==> config.mk <==
export PLATFORM = sky130hd
export DESIGN_NAME = seg7_count_monitor
export DESIGN_NICKNAME = d
export VERILOG_FILES = /design/src/rtl/seg7_count_monitor_pkg.sv /design/src/rtl/seg7_count_monitor_digit_decode.sv /design/src/rtl/seg7_count_monitor.sv
export SDC_FILE = /design/constraint.sdc
export NUM_CORES = 1
export LEC_CHECK = 0
export CAP_MARGIN = 20
export CORE_MARGIN = 3
export CORE_UTILIZATION = 55
export DETAILED_ROUTE_END_ITERATION = 10
export PLACE_DENSITY = 0.84
export REMOVE_ABC_BUFFERS = 1
export SYNTH_ARGS = -nofsm -noshare
export SYNTH_HDL_FRONTEND = slang
export SYNTH_SLANG_ARGS = --single-unit
==> constraint.sdc <==
create_clock -name Clock -period 3.07 [get_ports Clock]
set_input_delay 0.614 -clock Clock [delete_from_list [all_inputs] [get_ports Clock]]
set_output_delay 0.614 -clock Clock [all_outputs]
set_load 0.03 [all_outputs]
==> src/rtl/seg7_count_monitor_pkg.sv <==
// Shared definitions for the 7-segment count monitor.
// Segment patterns are stored as logic [0:6] so that index 0 is segment a
// and index 6 is segment g. A bit value of 1 means the segment is off.
package seg7_count_monitor_pkg;

  typedef logic [0:6] seg_t;

  localparam seg_t SEG_0 = 7'b0000001;
  localparam seg_t SEG_1 = 7'b1001111;
  localparam seg_t SEG_2 = 7'b0010010;
  localparam seg_t SEG_3 = 7'b0000110;
  localparam seg_t SEG_4 = 7'b1001100;
  localparam seg_t SEG_5 = 7'b0100100;
  localparam seg_t SEG_6 = 7'b1100000;
  localparam seg_t SEG_7 = 7'b0001111;
  localparam seg_t SEG_8 = 7'b0000000;
  localparam seg_t SEG_9 = 7'b0001100;
  localparam seg_t SEG_A = 7'b0001000;
  localparam seg_t SEG_B = 7'b1100000;
  localparam seg_t SEG_C = 7'b0110001;
  localparam seg_t SEG_D = 7'b1000010;
  localparam seg_t SEG_E = 7'b0110000;
  localparam seg_t SEG_F = 7'b0111000;

  // The glyphs for 6 and b are identical on this display.
  localparam seg_t SEG_AMBIG = 7'b1100000;
  localparam seg_t SEG_BLANK = 7'b1111111;

  typedef enum logic {
    IDLE,
    TRACK
  } state_t;

endpackage

==> src/rtl/seg7_count_monitor_digit_decode.sv <==
// Combinational decode of one active-low 7-segment pattern into a nibble.
// Ports:
//   pattern  - segments a..g (index 0 = a), 0 = lit
//   prefer_b - resolve the shared 6/b glyph to b when set, else to 6
//   nibble   - decoded hex digit (0 when illegal)
//   legal    - pattern is one of the sixteen digit glyphs
module seg7_digit_decode
  import seg7_count_monitor_pkg::*;
(
  input  logic [0:6] pattern,
  input  logic       prefer_b,
  output logic [3:0] nibble,
  output logic       legal
);

  always_comb begin
    // NOTE: every output gets a default before the case so no path leaves
    // it unassigned, which would otherwise infer a latch.
    nibble = 4'h0;
    legal  = 1'b1;
    case (pattern)
      SEG_0:     nibble = 4'h0;
      SEG_1:     nibble = 4'h1;
      SEG_2:     nibble = 4'h2;
      SEG_3:     nibble = 4'h3;
      SEG_4:     nibble = 4'h4;
      SEG_5:     nibble = 4'h5;
      SEG_AMBIG: nibble = prefer_b ? 4'hB : 4'h6;  // covers both 6 and b
      SEG_7:     nibble = 4'h7;
      SEG_8:     nibble = 4'h8;
      SEG_9:     nibble = 4'h9;
      SEG_A:     nibble = 4'hA;
      SEG_C:     nibble = 4'hC;
      SEG_D:     nibble = 4'hD;
      SEG_E:     nibble = 4'hE;
      SEG_F:     nibble = 4'hF;
      default:   legal  = 1'b0;
    endcase
  end

endmodule

==> src/rtl/seg7_count_monitor.sv <==
// Monitors the two-digit 7-segment display of an 8-bit counter.
// Debounces the displayed pattern, decodes it back to a byte and checks
// that each new value is the previous value + 1 (mod 256) or a clear to 0.
// Ports:
//   Clock, Reset     - rising-edge clock, async active-high reset
//   HEX1, HEX0       - upper/lower digit segments a..g, active-low
//   value            - last accepted legal value {upper, lower}
//   valid            - one-cycle pulse when value is updated
//   locked           - set once any legal value has been accepted
//   step_err         - one-cycle pulse (with valid) on an illegal step
//   bad_pattern      - one-cycle pulse when an accepted pattern is not a digit
//   err_count        - saturating count of step_err events
module seg7_count_monitor
  import seg7_count_monitor_pkg::*;
#(
  parameter int STABLE_CYCLES = 4
) (
  input  logic       Clock,
  input  logic       Reset,
  input  logic [0:6] HEX1,
  input  logic [0:6] HEX0,
  output logic [7:0] value,
  output logic       valid,
  output logic       locked,
  output logic       step_err,
  output logic       bad_pattern,
  output logic [7:0] err_count
);

  localparam logic [3:0] CNT_MAX = 4'(STABLE_CYCLES - 1);

  state_t     state, state_n;
  seg_t       sample_hi, sample_lo;
  seg_t       last_hi, last_lo;
  logic [3:0] stable_cnt;

  logic [7:0] value_n, err_count_n, value_inc, decoded;
  logic       valid_n, locked_n, step_err_n, bad_pattern_n;
  logic [3:0] nib_hi, nib_lo;
  logic       legal_hi, legal_lo;
  logic       accept;

  assign value_inc = value + 8'd1;

  // A fresh pattern is accepted once it has been sampled STABLE_CYCLES times
  // in a row; comparing against the last accepted pattern stops a held
  // display from retriggering.
  assign accept = (stable_cnt == CNT_MAX) &&
                  ({sample_hi, sample_lo} != {last_hi, last_lo});

  // The 6/b glyph is read as b only when b is what the count should show next.
  seg7_digit_decode u_dec_hi (
    .pattern  (sample_hi),
    .prefer_b ((state == TRACK) && (value_inc[7:4] == 4'hB)),
    .nibble   (nib_hi),
    .legal    (legal_hi)
  );

  seg7_digit_decode u_dec_lo (
    .pattern  (sample_lo),
    .prefer_b ((state == TRACK) && (value_inc[3:0] == 4'hB)),
    .nibble   (nib_lo),
    .legal    (legal_lo)
  );

  assign decoded = {nib_hi, nib_lo};

  always_comb begin
    state_n       = state;
    value_n       = value;
    locked_n      = locked;
    err_count_n   = err_count;
    valid_n       = 1'b0;
    step_err_n    = 1'b0;
    bad_pattern_n = 1'b0;
    if (accept) begin
      if (legal_hi && legal_lo) begin
        valid_n = 1'b1;
        value_n = decoded;
        if (state == IDLE) begin
          locked_n = 1'b1;
          state_n  = TRACK;
        end else if ((decoded != value_inc) && (decoded != 8'h00)) begin
          step_err_n = 1'b1;
          if (err_count != 8'hFF) err_count_n = err_count + 8'd1;
        end
      end else begin
        bad_pattern_n = 1'b1;
      end
    end
  end

  // NOTE: sequential state uses non-blocking assignments so every register
  // samples pre-edge values regardless of statement order.
  always_ff @(posedge Clock or posedge Reset) begin
    if (Reset) begin
      state       <= IDLE;
      sample_hi   <= SEG_BLANK;
      sample_lo   <= SEG_BLANK;
      last_hi     <= SEG_BLANK;
      last_lo     <= SEG_BLANK;
      stable_cnt  <= 4'd0;
      value       <= 8'h00;
      valid       <= 1'b0;
      locked      <= 1'b0;
      step_err    <= 1'b0;
      bad_pattern <= 1'b0;
      err_count   <= 8'h00;
    end else begin
      sample_hi <= HEX1;
      sample_lo <= HEX0;
      if ({HEX1, HEX0} == {sample_hi, sample_lo}) begin
        if (stable_cnt != CNT_MAX) stable_cnt <= stable_cnt + 4'd1;
      end else begin
        stable_cnt <= 4'd0;
      end
      if (accept) begin
        last_hi <= sample_hi;
        last_lo <= sample_lo;
      end
      state       <= state_n;
      value       <= value_n;
      valid       <= valid_n;
      locked      <= locked_n;
      step_err    <= step_err_n;
      bad_pattern <= bad_pattern_n;
      err_count   <= err_count_n;
    end
  end

endmodule
== Word level (Yosys, flattened, before mapping) ==
Index checks and enable logic that the tools add are counted.

* Word-level logic and storage cells: 82
* Input bits: 16
* Register bits: 53

* Mux-type cells: 16
* Equality and inequality tests: 37
* Bitwise operators: 1
* Reductions and logical operators: 13
* Add/sub/neg operators: 3

{| class="wikitable"
|+ Operators with widths
! kind !! count
|-
| case mux 4 bit (14 select lines) || 2
|-
| == test 7 x 6 -> 1 bit, second input constant || 8
|-
| == test 7 bit, second input constant || 8
|-
| == test 7 x 4 -> 1 bit, second input constant || 6
|-
| OR reduction 15 bit || 2
|-
| adder 8 x 1 -> 8 bit, second input constant || 2
|-
| 2-to-1 mux 4 bit || 4
|-
| == test 14 bit || 1
|-
| == test 7 x 1 -> 1 bit, second input constant || 2
|-
| == test 7 x 3 -> 1 bit, second input constant || 2
|-
| == test 7 x 5 -> 1 bit, second input constant || 2
|-
| logical NOT 7 bit || 2
|-
| inequality test 14 bit || 1
|-
| 2-to-1 mux 1 bit || 10
|-
| == test 4 bit, second input constant || 2
|-
| inequality test 8 bit || 1
|-
| inequality test 8 bit, second input constant || 1
|-
| nonzero test 8 bit || 1
|-
| logical AND 1 bit || 5
|-
| AND reduction 5 bit || 1
|-
| adder 4 x 1 -> 4 bit, second input constant || 1
|-
| == test 4 x 2 -> 1 bit, second input constant || 1
|-
| inequality test 4 x 2 -> 1 bit, second input constant || 1
|-
| AND reduction 3 bit || 1
|-
| other kinds (3) || 3
|}

== Logic depth before layout (Yosys ltp) ==
* Word-level depth: 11
* Mapped depth: 10
* Mapped depth without buffers: 9

== Hierarchy ==
Synthesis repeated with hierarchy kept, for this count alone.

* Cell total of the unflattened synthesis: 341
* Area, all modules: 3548.4 um2

{| class="wikitable"
|+ Modules (own cells, without submodules)
! module !! sequential area each (um2) !! times used !! area each (um2) !! cells an instance
|-
| seg7_count_monitor || 1361.3 || 1 || 2687.6 || 219
|-
| seg7_digit_decode || 0.0 || 2 || 430.4 || 61
|}

== Worst setup path after synthesis ==
Ideal clock, no wire load.

* Path type: register to register
* Start: reg value[1]
* End: reg err_count[6]
* Period minus slack after synthesis: 2.875 ns
* Arrival: 2.750 ns
* Library setup time: 0.125 ns
* Stages on the path, launching flop included: 10
* Required time: 2.945 ns
* Setup slack: 0.195 ns
* Path through: dfrtp_1 > ha_1 > and3_2 > mux2i_1 > o311ai_1 > a21bo_1 > a2111oi_4 > nor3b_4 > a211oi_2 > mux2_4

* Cells in the longest elaborated chain, start to end: 8
* Elaborated cells on any way between the ends: 13

{| class="wikitable"
|+ RTL lines
! element !! line !! source
|-
| from (decl) || seg7_count_monitor.sv:22 || <nowiki>output logic [7:0] value,</nowiki>
|-
| from (signal assigned) || seg7_count_monitor.sv:122 || <nowiki>value <= value_n;</nowiki>
|-
| adder 8 x 1 -> 8 bit * || seg7_count_monitor.sv:43 || <nowiki>assign value_inc = value + 8'd1;</nowiki>
|-
| == test 4 bit, on equally long branches || seg7_count_monitor.sv:61, seg7_count_monitor.sv:54 ||
|-
| logical AND 1 bit, on equally long branches || seg7_count_monitor.sv:61, seg7_count_monitor.sv:54 ||
|-
| 2-to-1 mux 4 bit || seg7_count_monitor_digit_decode.sv:28 || <nowiki>SEG_AMBIG: nibble = prefer_b ? 4'hB : 4'h6;</nowiki>
|-
| case mux 4 bit (14 select lines) || seg7_count_monitor_digit_decode.sv:21 || <nowiki>case (pattern)</nowiki>
|-
| inequality test 8 bit or nonzero test 8 bit (tied branches) || seg7_count_monitor.sv:83 || <nowiki>end else if ((decoded != value_inc) && (decoded != 8'h00)) begin</nowiki>
|-
| logical AND 1 bit * || seg7_count_monitor.sv:83 ||
|-
| AND reduction 5 bit (no line) * || -- ||
|-
| to (signal assigned) || seg7_count_monitor.sv:127 || <nowiki>err_count <= err_count_n;</nowiki>
|-
| to (decl) || seg7_count_monitor.sv:27 || <nowiki>output logic [7:0] err_count</nowiki>
|}

Mark *: on every way between the ends. The rest lies on a longest branch, timed or not.
A chain may end at the register's enable or synchronous reset.

== Worst setup path in the final report ==
* Start: reg sample_hi[2]
* End: reg err_count[6]

* Cells in the longest elaborated chain, start to end: 5
* Elaborated cells on any way between the ends: 25

{| class="wikitable"
|+ RTL lines
! element !! line !! source
|-
| from (decl) || seg7_count_monitor.sv:33 || <nowiki>seg_t sample_hi, sample_lo;</nowiki>
|-
| from (signal assigned) || seg7_count_monitor.sv:98 || <nowiki>sample_hi <= SEG_BLANK;</nowiki>
|-
| from (signal assigned) || seg7_count_monitor.sv:110 || <nowiki>sample_hi <= HEX1;</nowiki>
|-
| == test 7 x 6 -> 1 bit, or another cell as far along || seg7_count_monitor_digit_decode.sv:21 ||
|-
| case mux 4 bit (14 select lines) or OR reduction 15 bit (tied branches) || -- ||
|-
| inequality test 8 bit, or another cell as far along || seg7_count_monitor.sv:83 ||
|-
| logical AND 1 bit, on equally long branches || seg7_count_monitor.sv:83, seg7_count_monitor.sv:77 ||
|-
| AND reduction 5 bit (no line) * || -- ||
|}

Marked as above.

==> report_table.html <==
<table>
<tr><th>Metric</th><th>Value</th></tr>
<tr><th colspan="2">Critical path</th></tr>
<tr><td>Reg2reg setup slack</td><td>0.15 ns</td></tr>
<tr><td>Arrival time at the worst endpoint</td><td>3.13 ns</td></tr>
<tr><td>Reg-to-Reg Start</td><td>sample_hi[2]$_DFF_PP1_</td></tr>
<tr><td>Critical path origin</td><td>sample_hi[2]$_DFF_PP1_</td></tr>
<tr><td>Category of the worst setup path capture point</td><td>flop</td></tr>
<tr><td>Crit path required time</td><td>3.28 ns</td></tr>
<tr><td>Dominant delay contributor by cell family on the critical path</td><td>compound AO/OA/AOI/OAI gates</td></tr>
<tr><td>Buffer and inverter count on the worst path</td><td>0</td></tr>
<tr><td>Critical path startpoint category</td><td>flop</td></tr>
<tr><td>CP max FO</td><td>9</td></tr>
<tr><td>Critical-path cell with the highest stage delay</td><td>dfstp_2</td></tr>
<tr><td>End of the worst register-to-register path</td><td>err_count[6]$_DFFE_PP0P_</td></tr>
<tr><td>Maximum cell stage delay along the critical path</td><td>0.69 ns</td></tr>
<tr><td>Length in cells of the worst reg-to-reg path</td><td>8</td></tr>
<tr><td>Type of the worst setup path</td><td>reg -&gt; reg</td></tr>
<tr><td>Sequence of cells on the critical path</td><td>or3b_1, o32ai_1, a221oi_2, xnor2_1, a2111oi_4, nor3b_4, a211oi_2, mux2_4</td></tr>
<tr><th colspan="2">Hold path</th></tr>
<tr><td>Start point of the worst min-delay path</td><td>locked$_DFFE_PP0P_</td></tr>
<tr><td>Worst Hold Depth</td><td>1</td></tr>
<tr><td>Class of the tightest hold or removal check</td><td>reg -&gt; reg</td></tr>
<tr><td>End point of the worst hold path</td><td>locked$_DFFE_PP0P_</td></tr>
<tr><th colspan="2">Timing</th></tr>
<tr><td>Worst slew margin relative to its limit</td><td>58.5%</td></tr>
<tr><td>Skew final</td><td>0.0122 ns</td></tr>
<tr><td>Total count of max-transition violations in the final report</td><td>0</td></tr>
<tr><td>Hold Vio Cnt, Final</td><td>0</td></tr>
<tr><td>Finish-stage setup viols</td><td>0</td></tr>
<tr><td>Fmax achieved</td><td>342 MHz</td></tr>
<tr><td>Period utilisation layout</td><td>95.2%</td></tr>
<tr><td>Final min period</td><td>2.92 ns</td></tr>
<tr><td>Worst Tran Pin Value</td><td>0.623 ns</td></tr>
<tr><td>RSZ-0062 raised after global routing</td><td>no</td></tr>
<tr><td>Hold slack final</td><td>0.465 ns</td></tr>
<tr><th colspan="2">Power</th></tr>
<tr><td>Portion of total power attributed to combinational logic</td><td>12.1%</td></tr>
<tr><td>Net Switching</td><td>0.379 mW</td></tr>
<tr><td>Peak supply drop</td><td>0.204 mV</td></tr>
<tr><td>Leakage</td><td>1.63 nW</td></tr>
<tr><td>Fraction of power spent switching nets</td><td>28.2%</td></tr>
<tr><td>Proportion of power drawn by flip-flops and latches</td><td>55.7%</td></tr>
<tr><td>Power per cell area</td><td>325 mW/mm^2</td></tr>
<tr><td>Clock Power Share</td><td>32.2%</td></tr>
<tr><td>Cell Int Power</td><td>0.966 mW</td></tr>
<tr><th colspan="2">Synth</th></tr>
<tr><td>Top FF cell, synth</td><td>dfstp_2</td></tr>
<tr><td>Unique cell type count in the Yosys netlist</td><td>75</td></tr>
<tr><td>Number of warnings issued by yosys</td><td>0</td></tr>
<tr><td>Share of synthesized registers carrying an async set or reset</td><td>100%</td></tr>
<tr><td>Sequential element share of the synthesized area</td><td>39.0%</td></tr>
<tr><td>Main area contributors after synthesis</td><td>dfstp_2 21%, dfrtp_1 18%, xor2_1 6.0%</td></tr>
<tr><td>Synthesis-stage register bit count</td><td>53</td></tr>
<tr><td>Top cell type by total area after synthesis</td><td>dfstp_2</td></tr>
<tr><td>Average footprint of a synthesized cell</td><td>10.2 um^2</td></tr>
<tr><td>Number of enable-type register cells in the synthesized netlist</td><td>0</td></tr>
<tr><td>Post-Synthesis Cells</td><td>343</td></tr>
<tr><td>Cell Area, Synth</td><td>0.00349 mm^2</td></tr>
<tr><td>Fraction of synthesized cell area taken by the top area cell type</td><td>21.1%</td></tr>
<tr><th colspan="2">Clock tree</th></tr>
<tr><td>Hold-fix buffers at CTS</td><td>0</td></tr>
<tr><td>Worst-path clk slew</td><td>0.11 ns</td></tr>
<tr><td>CTS HTree Levels</td><td>2</td></tr>
<tr><td>Clock latency of the later-clocked register in the worst-skew pair</td><td>0.32 ns</td></tr>
<tr><td>Clock Path Buffers</td><td>2</td></tr>
<tr><td>TritonCTS clock tree</td><td>yes</td></tr>
<tr><td>Number of buffers added by the clock tree synthesis step</td><td>5</td></tr>
<tr><td>Clock tree root driver cell</td><td>clkbuf_8</td></tr>
<tr><td>Clock sink total</td><td>53</td></tr>
<tr><th colspan="2">Floorplan</th></tr>
<tr><td>Initial Util</td><td>58.0%</td></tr>
<tr><td>DIE HEIGHT</td><td>85.7 um</td></tr>
<tr><td>Number of top-level design ports</td><td>36</td></tr>
<tr><td>Die Wd</td><td>85.7 um</td></tr>
<tr><td>Number of core rows</td><td>28</td></tr>
<tr><td>Core area</td><td>0.00603 mm^2</td></tr>
<tr><td>Floorplan die area</td><td>0.00735 mm^2</td></tr>
<tr><th colspan="2">GRT</th></tr>
<tr><td>Vias in the first global route</td><td>2,831</td></tr>
<tr><td>First-pass GRT wire length</td><td>13,900 um</td></tr>
<tr><td>Number of antenna violations at the first check in global routing</td><td>0</td></tr>
<tr><td>Total track usage</td><td>23.5%</td></tr>
<tr><td>Maximum number of pins on one net before global-route repair</td><td>25</td></tr>
<tr><td>Total overflow reported by the global router</td><td>0</td></tr>
<tr><th colspan="2">Drt</th></tr>
<tr><td>Average wire length per cell after detail routing</td><td>17.4 um</td></tr>
<tr><td>Post-route antenna net violation count</td><td>0</td></tr>
<tr><td>Remaining design rule violation count</td><td>0</td></tr>
<tr><td>Violation count after the first detailed-routing iteration</td><td>241</td></tr>
<tr><td>Vias per std cell</td><td>6.16</td></tr>
<tr><td>Vias</td><td>2,858</td></tr>
<tr><td>First drt pass iteration count</td><td>4</td></tr>
<tr><td>Detailed Route WL</td><td>8050 um</td></tr>
<tr><th colspan="2">Finish</th></tr>
<tr><td>Finished Core Util</td><td>68.6%</td></tr>
<tr><td>NumNets Final</td><td>408</td></tr>
<tr><td>Ratio of cells with drive above 1 in the final layout</td><td>25.7%</td></tr>
<tr><td>Layout-stage area growth over the synthesis result</td><td>18.3%</td></tr>
<tr><td>Diodes inserted</td><td>0</td></tr>
<tr><td>Final non-filler cell total</td><td>464</td></tr>
<tr><th colspan="2">Run</th></tr>
<tr><td>Number of max-capacitance violations reported</td><td>0</td></tr>
<tr><th colspan="2">Placement</th></tr>
<tr><td># port buffers</td><td>35</td></tr>
<tr><td>Half-perimeter wire length after detailed placement</td><td>6080 um</td></tr>
<tr><td>Number of cells after detailed placement</td><td>451</td></tr>
<tr><td>GP Congestion</td><td>0.949</td></tr>
<tr><th colspan="2">Run status</th></tr>
<tr><td>Run status</td><td>finished clean</td></tr>
</table>
==> worst max-delay path by stage <==
stage                               end  cells past startpoint
2_1_floorplan  err_count[1]$_DFFE_PP0P_                      8
3_3_place_gp   err_count[6]$_DFFE_PP0P_                      8
3_5_place_dp   err_count[6]$_DFFE_PP0P_                      9
4_1_cts        err_count[6]$_DFFE_PP0P_                      9
5_1_grt        err_count[1]$_DFFE_PP0P_                      8
6_report       err_count[6]$_DFFE_PP0P_                      8
==> sequential cells by signal, indices dropped and copies added (netlist names), 4 cells and up <==
register    flops
stable_cnt      4
sample_lo       7
err_count       8
last_hi         7
last_lo         7
sample_hi       7
value           8
==> power groups by stage <==
stage	Clock, mW	Combinational (mW)	Sequential (mW)
finish	0.433	0.163	0.749
global route	0.473	0.178	0.752
CTS	0.440	0.154	0.749
detailed placement	0	0.152	0.761
global placement	0	0.150	0.759
floorplan	0	0.0892	0.757
==> per-layer routing <==
layer	track usage, %	vias up	routed length, um
li1	-	1361	-
met1	32.0	1402	3660
met2	38.4	83	3920
met3	3.75	12	341
met4	7.34	0	131
met5	0	-	0
==> stage by stage <==
stage | instance area [um^2] | power [mW] | worst slack, ns | TNS, ns
detailed placement | 3970 | 0.913 | 0.0620 | 0
CTS | 4060 | 1.34 | 0.0571 | 0
global route | 4130 | 1.40 | 0.00168 | 0
floorplan | 3390 | 0.846 | -0.395 | -2.12
finish | 4130 | 1.34 | 0.149 | 0
global placement | 3970 | 0.909 | 0.136 | 0
==> worst register-to-register path, cell delays in order, from the launching register on <==
cell,delay (ns)
dfstp_2,0.69
or3b_1,0.24
o32ai_1,0.15
a221oi_2,0.44
xnor2_1,0.21
a2111oi_4,0.30
nor3b_4,0.36
a211oi_2,0.13
mux2_4,0.31
==> cells in the final DEF, fill, tap and decap left out, types with 3 or more instances in the layout <==
cell,n
buf_4,22
nor4b_1,3
dfstp_2,27
mux2_2,14
xor2_1,24
a211oi_1,5
nand2_1,18
nor2_1,21
ha_1,4
nand2b_1,6
inv_1,8
nor3b_1,3
clkdlybuf4s50_1,35
xnor2_1,23
or3_1,4
or2_2,4
a21oi_1,9
clkbuf_8,5
nand4_1,6
nor3_1,6
o21ai_0,14
nand3_1,16
dfrtp_1,24
nor4_1,7
and3_1,5
nand3b_1,5
a2111oi_4,3
a31oi_1,5
inv_6,3
==> kinds of logic (layout without fill, tap and decap cells) <==
logic type / count (synthesis) / count (layout) / synth area share [%]
adders and majority gates: 4 / 4 / 1.43
xor gates and xnor gates: 47 / 47 / 11.8
AOI/OAI and AO/OA: 66 / 66 / 16.0
DFF: 53 / 53 / 39.0
muxes: 19 / 19 / 6.27
buffers and inverters: 28 / 74 / 3.87
and+or+nand+nor: 126 / 126 / 21.7
==> final cells by class <==
type / instances / area [um^2]
inverters: 9 / 33.8
clock inverters: 3 / 26.3
clock buffers: 5 / 68.8
well taps: 75 / 93.8
multi-input cells: 262 / 2030
repair buffers: 57 / 515
fillers: 466 / 1890
flip-flops and latches: 53 / 1370
==> cells in the mapped netlist (3+ instances only) <==
library cell / n
dfstp_2: 28
dfrtp_1: 25
xor2_1: 24
xnor2_1: 23
nor2_1: 21
nand2_1: 18
nand3_1: 16
mux2_2: 14
o21ai_0: 14
a21oi_1: 9
buf_2: 9
inv_1: 9
nor4_1: 7
a211oi_1: 6
nand2b_1: 6
nand4_1: 6
nor3_1: 6
a31oi_1: 5
and3_1: 5
nand3b_1: 5
buf_1: 4
ha_1: 4
or2_2: 4
or3_1: 4
clkbuf_1: 3
nor3b_1: 3
nor4b_1: 3
==> repair_timing <==
item	4_1_cts	5_1_grt
buffers inserted	0	5
hold endpoints to repair	0	0
endpoints found under the setup margin	0	8
resized for setup	0	6
Power figures use the tool's default switching activity.
